==> src/rtl/calc_pkg.sv <==
// Shared constants for the calculator display path: ALU status codes,
// active-low 7-segment glyphs (bit 7 = dp, 1 = off) and the converter FSM encoding.
package calc_pkg;

  localparam int unsigned CODE_P  = 0;
  localparam int unsigned CODE_M  = 1;
  localparam int unsigned CODE_D0 = 2;
  localparam int unsigned CODE_D  = 4;

  localparam int unsigned BCD_DIGITS = 4;
  localparam int unsigned BCD_W      = 4 * BCD_DIGITS;

  localparam logic [7:0] GLYPH_0     = 8'hC0;
  localparam logic [7:0] GLYPH_1     = 8'hF9;
  localparam logic [7:0] GLYPH_2     = 8'hA4;
  localparam logic [7:0] GLYPH_3     = 8'hB0;
  localparam logic [7:0] GLYPH_4     = 8'h99;
  localparam logic [7:0] GLYPH_5     = 8'h92;
  localparam logic [7:0] GLYPH_6     = 8'h82;
  localparam logic [7:0] GLYPH_7     = 8'hF8;
  localparam logic [7:0] GLYPH_8     = 8'h80;
  localparam logic [7:0] GLYPH_9     = 8'h90;
  localparam logic [7:0] GLYPH_BLANK = 8'hFF;
  localparam logic [7:0] GLYPH_MINUS = 8'hBF;
  localparam logic [7:0] GLYPH_E     = 8'h86;
  localparam logic [7:0] GLYPH_R     = 8'hAF;
  localparam logic [7:0] GLYPH_DASH  = 8'hBF;
  localparam logic [7:0] DP_MASK     = 8'h7F;

  typedef enum logic [1:0] {
    ST_IDLE  = 2'd0,
    ST_LOAD  = 2'd1,
    ST_SHIFT = 2'd2,
    ST_DONE  = 2'd3
  } conv_state_e;

  function automatic logic [7:0] digit_glyph(input logic [3:0] d);
    logic [7:0] g;
    case (d)
      4'd0:    g = GLYPH_0;
      4'd1:    g = GLYPH_1;
      4'd2:    g = GLYPH_2;
      4'd3:    g = GLYPH_3;
      4'd4:    g = GLYPH_4;
      4'd5:    g = GLYPH_5;
      4'd6:    g = GLYPH_6;
      4'd7:    g = GLYPH_7;
      4'd8:    g = GLYPH_8;
      4'd9:    g = GLYPH_9;
      default: g = GLYPH_DASH;
    endcase
    return g;
  endfunction

endpackage

==> src/rtl/bin2bcd.sv <==
// Sequential double-dabble converter: start pulse in IDLE, one LOAD cycle,
// BIN_W shift cycles, then one DONE cycle with the BCD result stable.
module bin2bcd
  import calc_pkg::*;
#(
  parameter int unsigned BIN_W = 11
) (
  input  logic               clk_i,
  input  logic               rst_i,
  input  logic               start_i,
  input  logic [BIN_W-1:0]   bin_i,
  output logic               idle_o,
  output logic               done_o,
  output logic [BCD_W-1:0]   bcd_o
);

  localparam int unsigned CNT_W = $clog2(BIN_W + 1);

  conv_state_e        state_q;
  logic [BCD_W-1:0]   bcd_q;
  logic [BCD_W-1:0]   bcd_adj;
  logic [BIN_W-1:0]   bin_q;
  logic [CNT_W-1:0]   cnt_q;

  // Add-3 correction on every nibble that would reach 10 after the shift.
  always_comb begin
    bcd_adj = bcd_q;
    for (int i = 0; i < int'(BCD_DIGITS); i++) begin
      if (bcd_q[4*i +: 4] >= 4'd5) begin
        bcd_adj[4*i +: 4] = bcd_q[4*i +: 4] + 4'd3;
      end
    end
  end

  always_ff @(posedge clk_i) begin
    if (rst_i) begin
      state_q <= ST_IDLE;
      bcd_q   <= '0;
      bin_q   <= '0;
      cnt_q   <= '0;
    end else begin
      case (state_q)
        ST_IDLE: begin
          if (start_i) state_q <= ST_LOAD;
        end
        ST_LOAD: begin
          bcd_q   <= '0;
          bin_q   <= bin_i;
          cnt_q   <= '0;
          state_q <= ST_SHIFT;
        end
        ST_SHIFT: begin
          {bcd_q, bin_q} <= {bcd_adj[BCD_W-2:0], bin_q, 1'b0};
          cnt_q          <= cnt_q + CNT_W'(1);
          if (cnt_q == CNT_W'(BIN_W - 1)) state_q <= ST_DONE;
        end
        default: begin
          state_q <= ST_IDLE;
        end
      endcase
    end
  end

  assign idle_o = (state_q == ST_IDLE);
  assign done_o = (state_q == ST_DONE);
  assign bcd_o  = bcd_q;

endmodule

==> src/rtl/ind_driver.sv <==
// 4-digit multiplexed 7-segment driver for ALU results: change detection into a
// shadow pair, BCD conversion, status-dependent formatting and a round-robin digit scan.
module ind_driver
  import calc_pkg::*;
#(
  parameter int unsigned IND_1       = 11,
  parameter int unsigned CONTROL     = 3,
  parameter int unsigned REFRESH_DIV = 50000
) (
  input  logic               clk_IND,
  input  logic               rst_IND,
  input  logic [IND_1-1:0]   ind_1,
  input  logic [CONTROL-1:0] control,
  output logic [7:0]         seg,
  output logic [3:0]         an
);

  localparam int unsigned RCNT_W = (REFRESH_DIV > 1) ? $clog2(REFRESH_DIV) : 1;

  logic [IND_1-1:0]   ind_q;
  logic [CONTROL-1:0] ctl_q;
  logic               valid_q;
  logic               start_c;
  logic               conv_idle;
  logic               conv_done;
  logic [BCD_W-1:0]   bcd;
  logic [3:0][7:0]    fmt_c;
  logic [3:0][7:0]    dig_q, dig_d;
  logic [RCNT_W-1:0]  rcnt_q, rcnt_d;
  logic [1:0]         scan_q, scan_d;
  logic [7:0]         seg_q, seg_d;
  logic [3:0]         an_q, an_d;

  bin2bcd #(.BIN_W(IND_1)) u_bin2bcd (
    .clk_i   (clk_IND),
    .rst_i   (rst_IND),
    .start_i (start_c),
    .bin_i   (ind_q),
    .idle_o  (conv_idle),
    .done_o  (conv_done),
    .bcd_o   (bcd)
  );

  // Map the finished BCD value and latched status code onto four glyphs.
  always_comb begin
    logic [3:0] d3, d2, d1, d0;
    logic       z3, z32, z321;
    d3   = bcd[15:12];
    d2   = bcd[11:8];
    d1   = bcd[7:4];
    d0   = bcd[3:0];
    z3   = (d3 == 4'd0);
    z32  = z3 && (d2 == 4'd0);
    z321 = z32 && (d1 == 4'd0);
    fmt_c = {4{GLYPH_DASH}};
    case (ctl_q)
      CONTROL'(CODE_P), CONTROL'(CODE_M): begin
        fmt_c[3] = z3   ? GLYPH_BLANK : digit_glyph(d3);
        fmt_c[2] = z32  ? GLYPH_BLANK : digit_glyph(d2);
        fmt_c[1] = z321 ? GLYPH_BLANK : digit_glyph(d1);
        fmt_c[0] = digit_glyph(d0);
        if (ctl_q == CONTROL'(CODE_M)) fmt_c[3] = GLYPH_MINUS;
      end
      CONTROL'(CODE_D0): begin
        fmt_c = {GLYPH_E, GLYPH_R, GLYPH_R, GLYPH_BLANK};
      end
      CONTROL'(CODE_D): begin
        fmt_c[3] = z3 ? GLYPH_BLANK : digit_glyph(d3);
        fmt_c[2] = digit_glyph(d2) & DP_MASK;
        fmt_c[1] = digit_glyph(d1);
        fmt_c[0] = digit_glyph(d0);
      end
      default: begin
        fmt_c = {4{GLYPH_DASH}};
      end
    endcase
  end

  // seg/an are computed from the next digit and scan values so they always
  // match the registered digit and scan state on the same edge.
  always_comb begin
    start_c = conv_idle && (!valid_q || (ind_1 != ind_q) || (control != ctl_q));
    dig_d   = conv_done ? fmt_c : dig_q;
    rcnt_d  = rcnt_q + RCNT_W'(1);
    scan_d  = scan_q;
    if (rcnt_q == RCNT_W'(REFRESH_DIV - 1)) begin
      rcnt_d = '0;
      scan_d = scan_q + 2'd1;
    end
    seg_d = dig_d[scan_d];
    an_d  = ~(4'b0001 << scan_d);
  end

  always_ff @(posedge clk_IND) begin
    if (rst_IND) begin
      ind_q   <= '0;
      ctl_q   <= '0;
      valid_q <= 1'b0;
      dig_q   <= {4{GLYPH_BLANK}};
      rcnt_q  <= '0;
      scan_q  <= '0;
      seg_q   <= 8'hFF;
      an_q    <= 4'hF;
    end else begin
      if (start_c) begin
        ind_q   <= ind_1;
        ctl_q   <= control;
        valid_q <= 1'b1;
      end
      dig_q  <= dig_d;
      rcnt_q <= rcnt_d;
      scan_q <= scan_d;
      seg_q  <= seg_d;
      an_q   <= an_d;
    end
  end

  assign seg = seg_q;
  assign an  = an_q;

endmodule

==> config.mk <==
export PLATFORM = sky130hd
export DESIGN_NAME = ind_driver
export DESIGN_NICKNAME = d
export VERILOG_FILES = /design/src/rtl/calc_pkg.sv /design/src/rtl/bin2bcd.sv /design/src/rtl/ind_driver.sv
export SDC_FILE = /design/constraint.sdc
export NUM_CORES = 1
export LEC_CHECK = 0
export ABC_AREA = 1
export BUFFER_PORTS_ARGS = -buffer_cell sky130_fd_sc_hd__clkbuf_2
export CORE_MARGIN = 4
export CORE_UTILIZATION = 40
export CTS_CLUSTER_SIZE = 30
export DETAILED_ROUTE_END_ITERATION = 7
export PLACE_DENSITY = 0.67
export RECOVER_POWER = 100
export SETUP_SLACK_MARGIN = 0.4
export SYNTH_ARGS = -nofsm -noshare
export SYNTH_HDL_FRONTEND = slang
export SYNTH_SLANG_ARGS = --single-unit
==> constraint.sdc <==
create_clock -name clk_IND -period 2.2 [get_ports clk_IND]
set_input_delay 0.66 -clock clk_IND [delete_from_list [all_inputs] [get_ports clk_IND]]
set_output_delay 0.66 -clock clk_IND [all_outputs]
set_load 0.02 [all_outputs]
### Word level (Yosys, flattened, before mapping)

Memories as Yosys holds them, arrays and structs flattened. A register that Yosys moved wholly into a read port is not among the register bits.
Cells that the tools add are included.

| word-level totals | value |
|---|---|
| bits of input ports | 16 |
| memories kept | 8 |
| bits in read-only memories | 896 |
| bits in registers | 110 |

Memory list:

| memory | depth | bits a word | rd ports | clocked after Yosys merged registers in | write ports | RTL line | source |
|---|---|---|---|---|---|---|---|
| (no name shown) | 16 | 7 | 1 | 1 | 0 | calc_pkg.sv:39 | `case (d)` |
| (no name shown) | 16 | 7 | 1 | 1 | 0 | calc_pkg.sv:39 |  |
| (no name shown) | 16 | 7 | 1 | 1 | 0 | calc_pkg.sv:39 |  |
| (no name shown) | 16 | 7 | 1 | 1 | 0 | calc_pkg.sv:39 |  |
| (no name shown) | 16 | 7 | 1 | 1 | 0 | calc_pkg.sv:39 |  |
| (no name shown) | 16 | 7 | 1 | 1 | 0 | calc_pkg.sv:39 |  |
| +2 memories | n/a | n/a | n/a | n/a | n/a | n/a |  |

| cells by class | value |
|---|---|
| muxes and demuxes | 36 |
| reduce and logical (&&, ||, !) cells | 15 |
| eq/ne operators | 12 |
| add/subtract/negate cells | 7 |
| shift-type cells | 1 |
| bitwise logic cells | 1 |
| order comparisons | 5 |

Operators by type and width:

| operator | count |
|---|---|
| 32-bit case mux with 3 select lines | 1 |
| 4-bit two-way mux | 19 |
| 8-bit two-way mux | 6 |
| 32-bit two-way mux | 1 |
| 16-bit case mux with 2 select lines | 1 |
| 11-bit case mux with 2 select lines | 1 |
| 16-bit by 1-bit adder with 16-bit output, second input constant | 1 |
| 8-bit binary-select mux with 2-bit select | 1 |
| 16-bit equality test, second input constant | 1 |
| 4-bit by 3-bit greater-or-equal comparator with 1-bit output, second input constant | 4 |
| 4-bit by 2-bit adder with 4-bit output, second input constant | 3 |
| 4-bit logical NOT | 3 |
| 11-bit != test | 1 |
| 4-bit case mux with 2 select lines | 1 |
| 2-bit two-way mux | 3 |
| 2-bit case mux with 3 select lines | 1 |
| 4-bit by 1-bit adder with 4-bit output, second input constant | 1 |
| 2-bit equality test, second input constant | 2 |
| 4-bit equality test, second input constant | 1 |
| 4-bit inverter | 1 |
| 2-bit OR reduction | 2 |
| 1-bit by 2-bit << shifter with 4-bit output, first input constant | 1 |
| 3-bit by 2-bit adder with 3-bit output, second input constant | 1 |
| 3-bit by 1-bit equality test with 1-bit output, second input constant | 1 |
| 16 further kinds | 19 |

### Longest topological paths before layout

Gate-level depths: netlist (run 1).

| logic depth | value |
|---|---|
| word-level depth | 8 |
| gate-level depth with buffers | 16 |

### Modules after synthesis

A second synthesis (run 1) with hierarchy kept.

| unflattened totals | value |
|---|---|
| cells, all modules | 927 |
| area total of the unflattened synthesis | 6284.8 um^2 |

By module, submodules not included:

| module | instances | sequential area each (um^2) | area each (um^2) | cells an instance |
|---|---|---|---|---|
| ind_driver | 1 | 1541.5 | 4285.4 | 657 |
| bin2bcd | 1 | 660.6 | 1999.4 | 270 |

### Least setup slack after synthesis (run 1)

Ideal clock, no wire load.

| timing | value |
|---|---|
| kind | register -> register |
| start | register u_bin2bcd.state_q[0] |
| end | register with a tool-made name |
| required time | 2081 ps |
| cell stages (with the launch flop) | 13 |
| arrival time | 2096 ps |
| path slack | -15 ps |
| clock period less this slack | 2215 ps |
| setup time | 119 ps |
| path through | dfxtp_1 -> inv_1 -> ha_1 -> inv_2 -> clkbuf_1 -> nand2_1 -> a21oi_1 -> inv_1 -> ha_1 -> nand3_1 -> nand2_1 -> nand2_1 -> nand2_1 |

RTL lines:

| element | RTL line | source |
|---|---|---|
| from (decl) | bin2bcd.sv:19 | `conv_state_e state_q;` |
| from (signal assigned) | bin2bcd.sv:37 | `state_q <= ST_IDLE;` |
| from (signal assigned) | bin2bcd.sv:44 | `if (start_i) state_q <= ST_LOAD;` |
| from (signal assigned) | bin2bcd.sv:50 | `state_q <= ST_SHIFT;` |

==> impl_metrics.env, run 1 <==
export IMPL_dpl_worst_slack_ns=0.111
export IMPL_syn_area_mm2=0.00706
export IMPL_synthCells=1037
export IMPL_cts_root_buf="clkbuf_16"
export IMPL_crit_type="reg2reg"
export IMPL_ys_ff_latch=138
export IMPL_ys_seq_area_share_pct=39.1
export IMPL_max_stage_delay_ns=0.35
export IMPL_p_switching_uw=3030
export IMPL_holdBufCountCts=0
export IMPL_switching_share_pct=35.3
export IMPL_wirelength_um=18100
export IMPL_crit_required_ns=2.51
export IMPL_cp_buffers_inverters=4
export IMPL_hold_viol=0
export IMPL_max_vdd_ir_drop_v=0.000601
export IMPL_drive_above_1_share_pct=22.7
export IMPL_synthArstFlopShare_pct=0
export IMPL_grt_max_degree=34
export IMPL_die_x_um=141
export IMPL_fmax_ghz=0.497
export IMPL_startpoint_type="register"
export IMPL_synth_area_per_cell_um2=6.81
export IMPL_core_mm2=0.0173
export IMPL_ant_nets=0
export IMPL_period_share_pct=91.4
export IMPL_setup_viol=0
export IMPL_dr_pass1_iters=5
export IMPL_wl_per_cell_um=13.4
export IMPL_mostFrequentLayoutCells="nand2_1, dfxtp_1, nor2_1"
export IMPL_maxCapViolCount=0
export IMPL_p_per_area_mw_per_mm2=949
export IMPL_ys_types=44
export IMPL_worst_pin_slew_ns=0.506
export IMPL_die_area_mm2=0.0199
export IMPL_skew_ns=0.00832
export IMPL_area_growth_syn_to_layout_pct=27.7
export IMPL_placed_area_mm2=0.00758
export IMPL_fin_area_mm2=0.00902
export IMPL_cts_buffers=17
export IMPL_antenna_found_initial=0
export IMPL_portBuffers=27
export IMPL_grt_pass1_wl_um=28500
export IMPL_cts_tree="built"
export IMPL_gp_congestion=0.839
export IMPL_clkSinkCount=138
export IMPL_wl_met2_um=8710
export IMPL_period_minus_slack_ns=2.01
export IMPL_ys_flop_type="dfxtp_1"
export IMPL_tns_ns=0
export IMPL_p_comb_share_pct=31.0
export IMPL_diodes=0
export IMPL_clk_insertion_delay_late_ns=0.42
export IMPL_crit_chain="inv_2 > ha_4 > clkbuf_1 > inv_6 > nand2_1 > nand2_1 > nand2_4 > inv_4 > ha_1 > nand3_1 > nand2_1 > nand2_1 > nand2_1"
export IMPL_wl_met1_um=8350
export IMPL_power_frac_clock_pct=34.3
export IMPL_io_pins=28
export IMPL_drv_slew=0
export IMPL_critical_path_arrival_ns=2.32
export IMPL_outcome="finished clean"
export IMPL_dr_first_iter_drc_count=449
export IMPL_relSlewSlack_pct=66.2
export IMPL_route_vias_total=6617
export IMPL_rsz0062_at_grt="yes"
export IMPL_p_seq_share_pct=34.7
export IMPL_power_leakage_uw=0.00444
export IMPL_gr_total_overflow=0
export IMPL_hold_path_class="reg2reg"
export IMPL_grt_usage_pct=17.4
export IMPL_synth_edf_count=0
export IMPL_fin_util_pct=52.2
export IMPL_slowest_stage="dfxtp_2"
export IMPL_crit_path_end_kind="register"
export IMPL_die_h_um=141
export IMPL_wl_met3_um=792
export IMPL_hpwl_um=11600
export IMPL_start_util_pct=40.8
export IMPL_whs_ns=0.420
export IMPL_crit_family="adder cells"
export IMPL_final_nets=1172
export IMPL_dr_max_layer_used="met4"
export IMPL_internal_power_uw=5540
export IMPL_rows=48
export IMPL_yosysWarnings=0
export IMPL_route_detailed_drc=0
export IMPL_critical_path_peak_fanout=11
export IMPL_finalWorstSetupSlack_ns=0.190
export IMPL_final_common_cell="nand2_1"
export IMPL_clockBufferDepth=2
export IMPL_first_global_vias=6010
export IMPL_cts_max_level=4
export IMPL_cpMostUsedCell="nand2_1"
export IMPL_vias_per_cell=4.88
export IMPL_synth_fp_nets=1090
export IMPL_path_clk_slew_ns=0.06
==> through the flow <==
| step | instances | power, uW |
|---|---|---|
| global route | 1357 | 9020 |
| CTS | 1333 | 8390 |
| detailed placement | 1274 | 5280 |
| floorplan | 1037 | 4740 |
| global placement | 1274 | 5260 |
| finish | 1357 | 8560 |
==> power groups by stage <==
stage	combinational, uW	sequential (uW)	clock, uW
floorplan	1740	3000	0
global placement	2240	3020	0
detailed placement	2260	3020	0
CTS	2470	2970	2960
global route	2950	3010	3060
finish	2650	2970	2930
==> repair_timing <==
action | in CTS | in global routing
endpoints found under the setup margin | 40 | 69
setup buffers | 27 | 23
resized for setup | 55 | 104
pin swaps | 19 | 27
hold endpoints to repair | 0 | 0
cloned | 0 | 1
==> layer usage <==
layer / GRT usage (%) / up-vias
met3: 3.39 / 25
met2: 28.7 / 137
li1: - / 3424
met1: 23.1 / 3031
met5: 0 / -
met4: 5.30 / 0
==> kinds of logic after synthesis <==
family / synth area share, %
and+or+nand+nor: 35.4
buffers and inverters: 9.44
DFF: 39.1
AOI/OAI and AO/OA: 8.71
adders and majority gates: 6.55
xor gates and xnor gates: 0.744
==> tightest hold or removal path: cells and delay by family, from the launching register on <==
kind / cells / cell delay [ns]
DFF: 1 / 0.31
and+or+nand+nor: 2 / 0.08
==> layout make-up <==
class	count	area, um^2
inverter	135	546
fill	1606	8270
multi-input combinational	731	4140
tap	225	282
clock buffer	18	429
timing repair inverter	1	11.3
timing repair buffer	95	661
sequential	138	2790
clock inverter	14	173
==> synthesized netlist by cell type (3+ instances only) <==
master	count	share of area, %
nand2_1	303	16
dfxtp_1	138	39
nor2_1	127	6.7
inv_1	126	6.7
nand3_1	85	6.0
a21oi_1	44	3.1
ha_1	37	6.6
o21ai_0	27	1.9
or2_2	16	1.4
clkbuf_1	14	0.74
nand4_1	12	1.1
buf_2	10	0.71
nand2_2	9	0.80
inv_2	7	0.37
nand3b_1	7	0.74
o22ai_1	7	0.62
nor3_1	6	0.43
o21ai_2	6	0.74
buf_1	5	0.27
nor3b_1	5	0.53
o21ai_1	4	0.28
xnor2_1	4	0.50
nand3_2	3	0.43
o21bai_1	3	0.32
o221ai_1	3	0.37
or2_0	3	0.27
==> final timing paths <==
| path | start | to | slack [ns] | cells past startpoint |
|---|---|---|---|---|
| setup reg to reg | u_bin2bcd.state_q[1] | register | 0.19 | 13 |
| setup / recovery | u_bin2bcd.state_q[1] | register | 0.19 | 13 |
| hold reg to reg | dig_q[31] | dig_q[31] | 0.42 | 2 |
| hold / removal | dig_q[31] | dig_q[31] | 0.42 | 2 |
Power figures use the tool's default switching activity.
==> run 2, diff against run 1 <==
--- a/config.mk
+++ b/config.mk
@@ -16,4 +16,5 @@
 export SETUP_SLACK_MARGIN = 0.4
 export SYNTH_ARGS = -nofsm -noshare
 export SYNTH_HDL_FRONTEND = slang
+export SYNTH_HIERARCHICAL = 1
 export SYNTH_SLANG_ARGS = --single-unit
==> run 2 against run 1 <==
  * Clock power shrank 43%
  * Sequential share of layout area grew 0.87 points
  * Critical path depth shrank 6
  * Flip-flop and latch count shrank 28
  * Combinational power shrank 43%
  * First-iteration DRC count shrank 26%
  * Largest power group unchanged
  * Area after synthesis shrank 11%
  * Largest cell class unchanged
==> impl_metrics.env, run 2 <==
export IMPL_outcome="finished clean"
export IMPL_worst_pin_slew_ns=0.543
export IMPL_grt_pass1_wl_um=24200
export IMPL_antenna_found_initial=1
export IMPL_dr_pass1_iters=5
export IMPL_area_growth_syn_to_layout_pct=11.0
export IMPL_final_common_cell="nand2_1"
export IMPL_final_nets=1006
export IMPL_tns_ns=0
export IMPL_path_clk_slew_ns=0.08
export IMPL_period_minus_slack_ns=1.85
export IMPL_core_mm2=0.0153
export IMPL_synthCells=927
export IMPL_power_leakage_uw=0.00321
export IMPL_ant_nets=0
export IMPL_crit_type="reg2reg"
export IMPL_gp_congestion=0.857
export IMPL_gr_total_overflow=0
export IMPL_diodes=0
export IMPL_syn_area_mm2=0.00628
export IMPL_crit_chain="ha_1 > buf_4 > nand2_1 > o22ai_1 > nor2_1 > nor2_1 > nand3_1"
export IMPL_ys_flop_type="dfxtp_1"
export IMPL_regMostFlops="dig_q"
export IMPL_die_h_um=133
export IMPL_die_area_mm2=0.0178
export IMPL_yosysTopAreaCell="dfxtp_1"
export IMPL_setup_viol=0
export IMPL_ys_types=43
export IMPL_fmax_ghz=0.541
export IMPL_wirelength_um=14100
export IMPL_drv_slew=0
export IMPL_max_stage_delay_ns=0.41
export IMPL_synthSimpleGateAreaFrac_pct=37.6
export IMPL_yosysWarnings=6
export IMPL_dpl_worst_slack_ns=0.219
export IMPL_synth_top_family_by_area="simple AND/OR/NAND/NOR gates"
export IMPL_wl_per_cell_um=12.0
export IMPL_holdBufCountCts=0
export IMPL_hold_viol=0
export IMPL_whs_ns=0.429
export IMPL_die_x_um=133
export IMPL_p_per_area_mw_per_mm2=805
export IMPL_relSlewSlack_pct=63.8
export IMPL_period_share_pct=84.0
export IMPL_route_detailed_drc=0
export IMPL_dr_first_iter_drc_count=333
export IMPL_rows=45
export IMPL_portBuffers=27
export IMPL_cpMostUsedCell="nor2_1"
export IMPL_synth_area_top_cells="dfxtp_1, nand2_1, ha_1"
export IMPL_maxCapViolCount=0
export IMPL_route_vias_total=5680
export IMPL_ys_ff_latch=110
export IMPL_crit_family="simple AND/OR/NAND/NOR gates"
export IMPL_drive_above_1_share_pct=12.5
export IMPL_synthAdderAreaFrac_pct=7.17
export IMPL_critical_path_peak_fanout=14
export IMPL_ys_seq_area_share_pct=35.0
export IMPL_start_util_pct=41.0
export IMPL_max_vdd_ir_drop_v=0.000533
export IMPL_clk_insertion_delay_late_ns=0.36
export IMPL_finalWorstSetupSlack_ns=0.352
export IMPL_hpwl_um=10200
export IMPL_cts_root_buf="clkbuf_16"
export IMPL_clkSinkCount=110
export IMPL_skew_ns=0.00983
export IMPL_crit_path_end_kind="register"
export IMPL_cts_max_level=3
export IMPL_synthMuxAreaShare_pct=0.319
export IMPL_slowest_stage="dfxtp_1"
export IMPL_rsz0062_at_grt="yes"
export IMPL_cp_buffers_inverters=1
export IMPL_synth_area_per_cell_um2=6.78
export IMPL_hold_path_class="reg2reg"
export IMPL_synthArstFlopShare_pct=0
export IMPL_ys_top_cells_by_count="nand2_1, dfxtp_1, nor2_1"
export IMPL_synth_most_common_cell="nand2_1"
export IMPL_synth_fp_nets=979
export IMPL_mostFrequentLayoutCells="nand2_1, nor2_1, inv_1"
export IMPL_cts_tree="built"
export IMPL_clockBufferDepth=2
export IMPL_largest_reg_flops=32
export IMPL_grt_usage_pct=16.1
export IMPL_startpoint_type="register"
export IMPL_fillCellCount=1625
export IMPL_crit_required_ns=2.42
export IMPL_cts_buffers=9
export IMPL_synth_compound_area_share_pct=9.30
export IMPL_synth_top_area_share_pct=35.0
export IMPL_grt_max_degree=31
export IMPL_first_global_vias=5256
export IMPL_synth_edf_count=0
export IMPL_io_pins=28
export IMPL_critical_path_arrival_ns=2.07
export IMPL_synth_xor_area_share_pct=1.11
export IMPL_vias_per_cell=4.85
==> run 2: cell count changes after synthesis, sizes merged, moves of 6 or more <==
cell,before,now
dfxtp,138,110
nand2,314,290
nand3b,7,1
nor2,131,113
inv,133,108
o21ai,37,22
a21oi,45,53
nand3,88,95
==> run 2: per-layer routing <==
metal	routed length (um)	track usage, %	part of all wire, %	up-vias
li1	-	-	-	2988
met1	6810	21.4	48	2572
met2	6420	26.6	46	96
met3	602	3.32	4.3	22
met4	208	4.69	1.5	2
met5	13	0	0.092	-
==> run 2: cell type report <==
| cell class | instances | area (um^2) | share of cell area, % |
|---|---|---|---|
| clock buffer | 10 | 229 | 3.28 |
| timing repair buffer | 43 | 239 | 3.43 |
| sequential | 110 | 2210 | 31.7 |
| multi-input combinational | 681 | 3540 | 50.7 |
| tap | 211 | 264 | 3.78 |
| clock inverter | 6 | 68.8 | 0.986 |
| inverter | 109 | 424 | 6.08 |
==> run 2: power by group <==
part / leakage [uW] / switching, uW / internal [uW]
Combinational: 0.00216 / 1010 / 512
Sequential: 0.000900 / 194 / 2240
Clock: 0.000143 / 775 / 893
==> run 2: worst paths after layout <==
| kind | start | endpoint | slack (ns) | depth (start not counted) |
|---|---|---|---|---|
| max | u_bin2bcd/state_q[1] | seg[2] | 0.35 | 7 |
| min | dig_q[31] | dig_q[31] | 0.43 | 2 |
| max reg2reg | u_bin2bcd/state_q[1] | seg[2] | 0.35 | 7 |
| min reg2reg | dig_q[31] | dig_q[31] | 0.43 | 2 |
==> run 2: per-stage QoR <==
step	cells	utilization [%]	instance area, um^2	total power (uW)
6_report	1170	45.6	6980	5620
5_1_grt	1170	45.6	6980	5970
4_1_cts	1169	45.4	6960	5670
3_5_place_dp	1151	43.2	6620	3960
3_3_place_gp	1151	43.2	6620	3950
2_1_floorplan	927	-	6280	3610
==> run 2: worst reg2reg max path, stage by stage (launching register included) <==
cell and delay, ns:
dfxtp_1 0.41, ha_1 0.33, buf_4 0.26, nand2_1 0.08, o22ai_1 0.27, nor2_1 0.10, nor2_1 0.14, nand3_1 0.11
==> run 2: logic make-up after synthesis <==
kind of cell | Yosys count
compound gates | 93
xor+xnor | 8
fa+ha+maj | 36
buf+inv | 136
flops | 110
mux | 2
simple gates | 542
==> run 2: timing repair <==
item                                    CTS  global route
buffers inserted                          2             1
resized for setup                        10            32
endpoints found under the setup margin    9            35
pin swaps                                 0             2
endpoints found under the hold margin     0             0
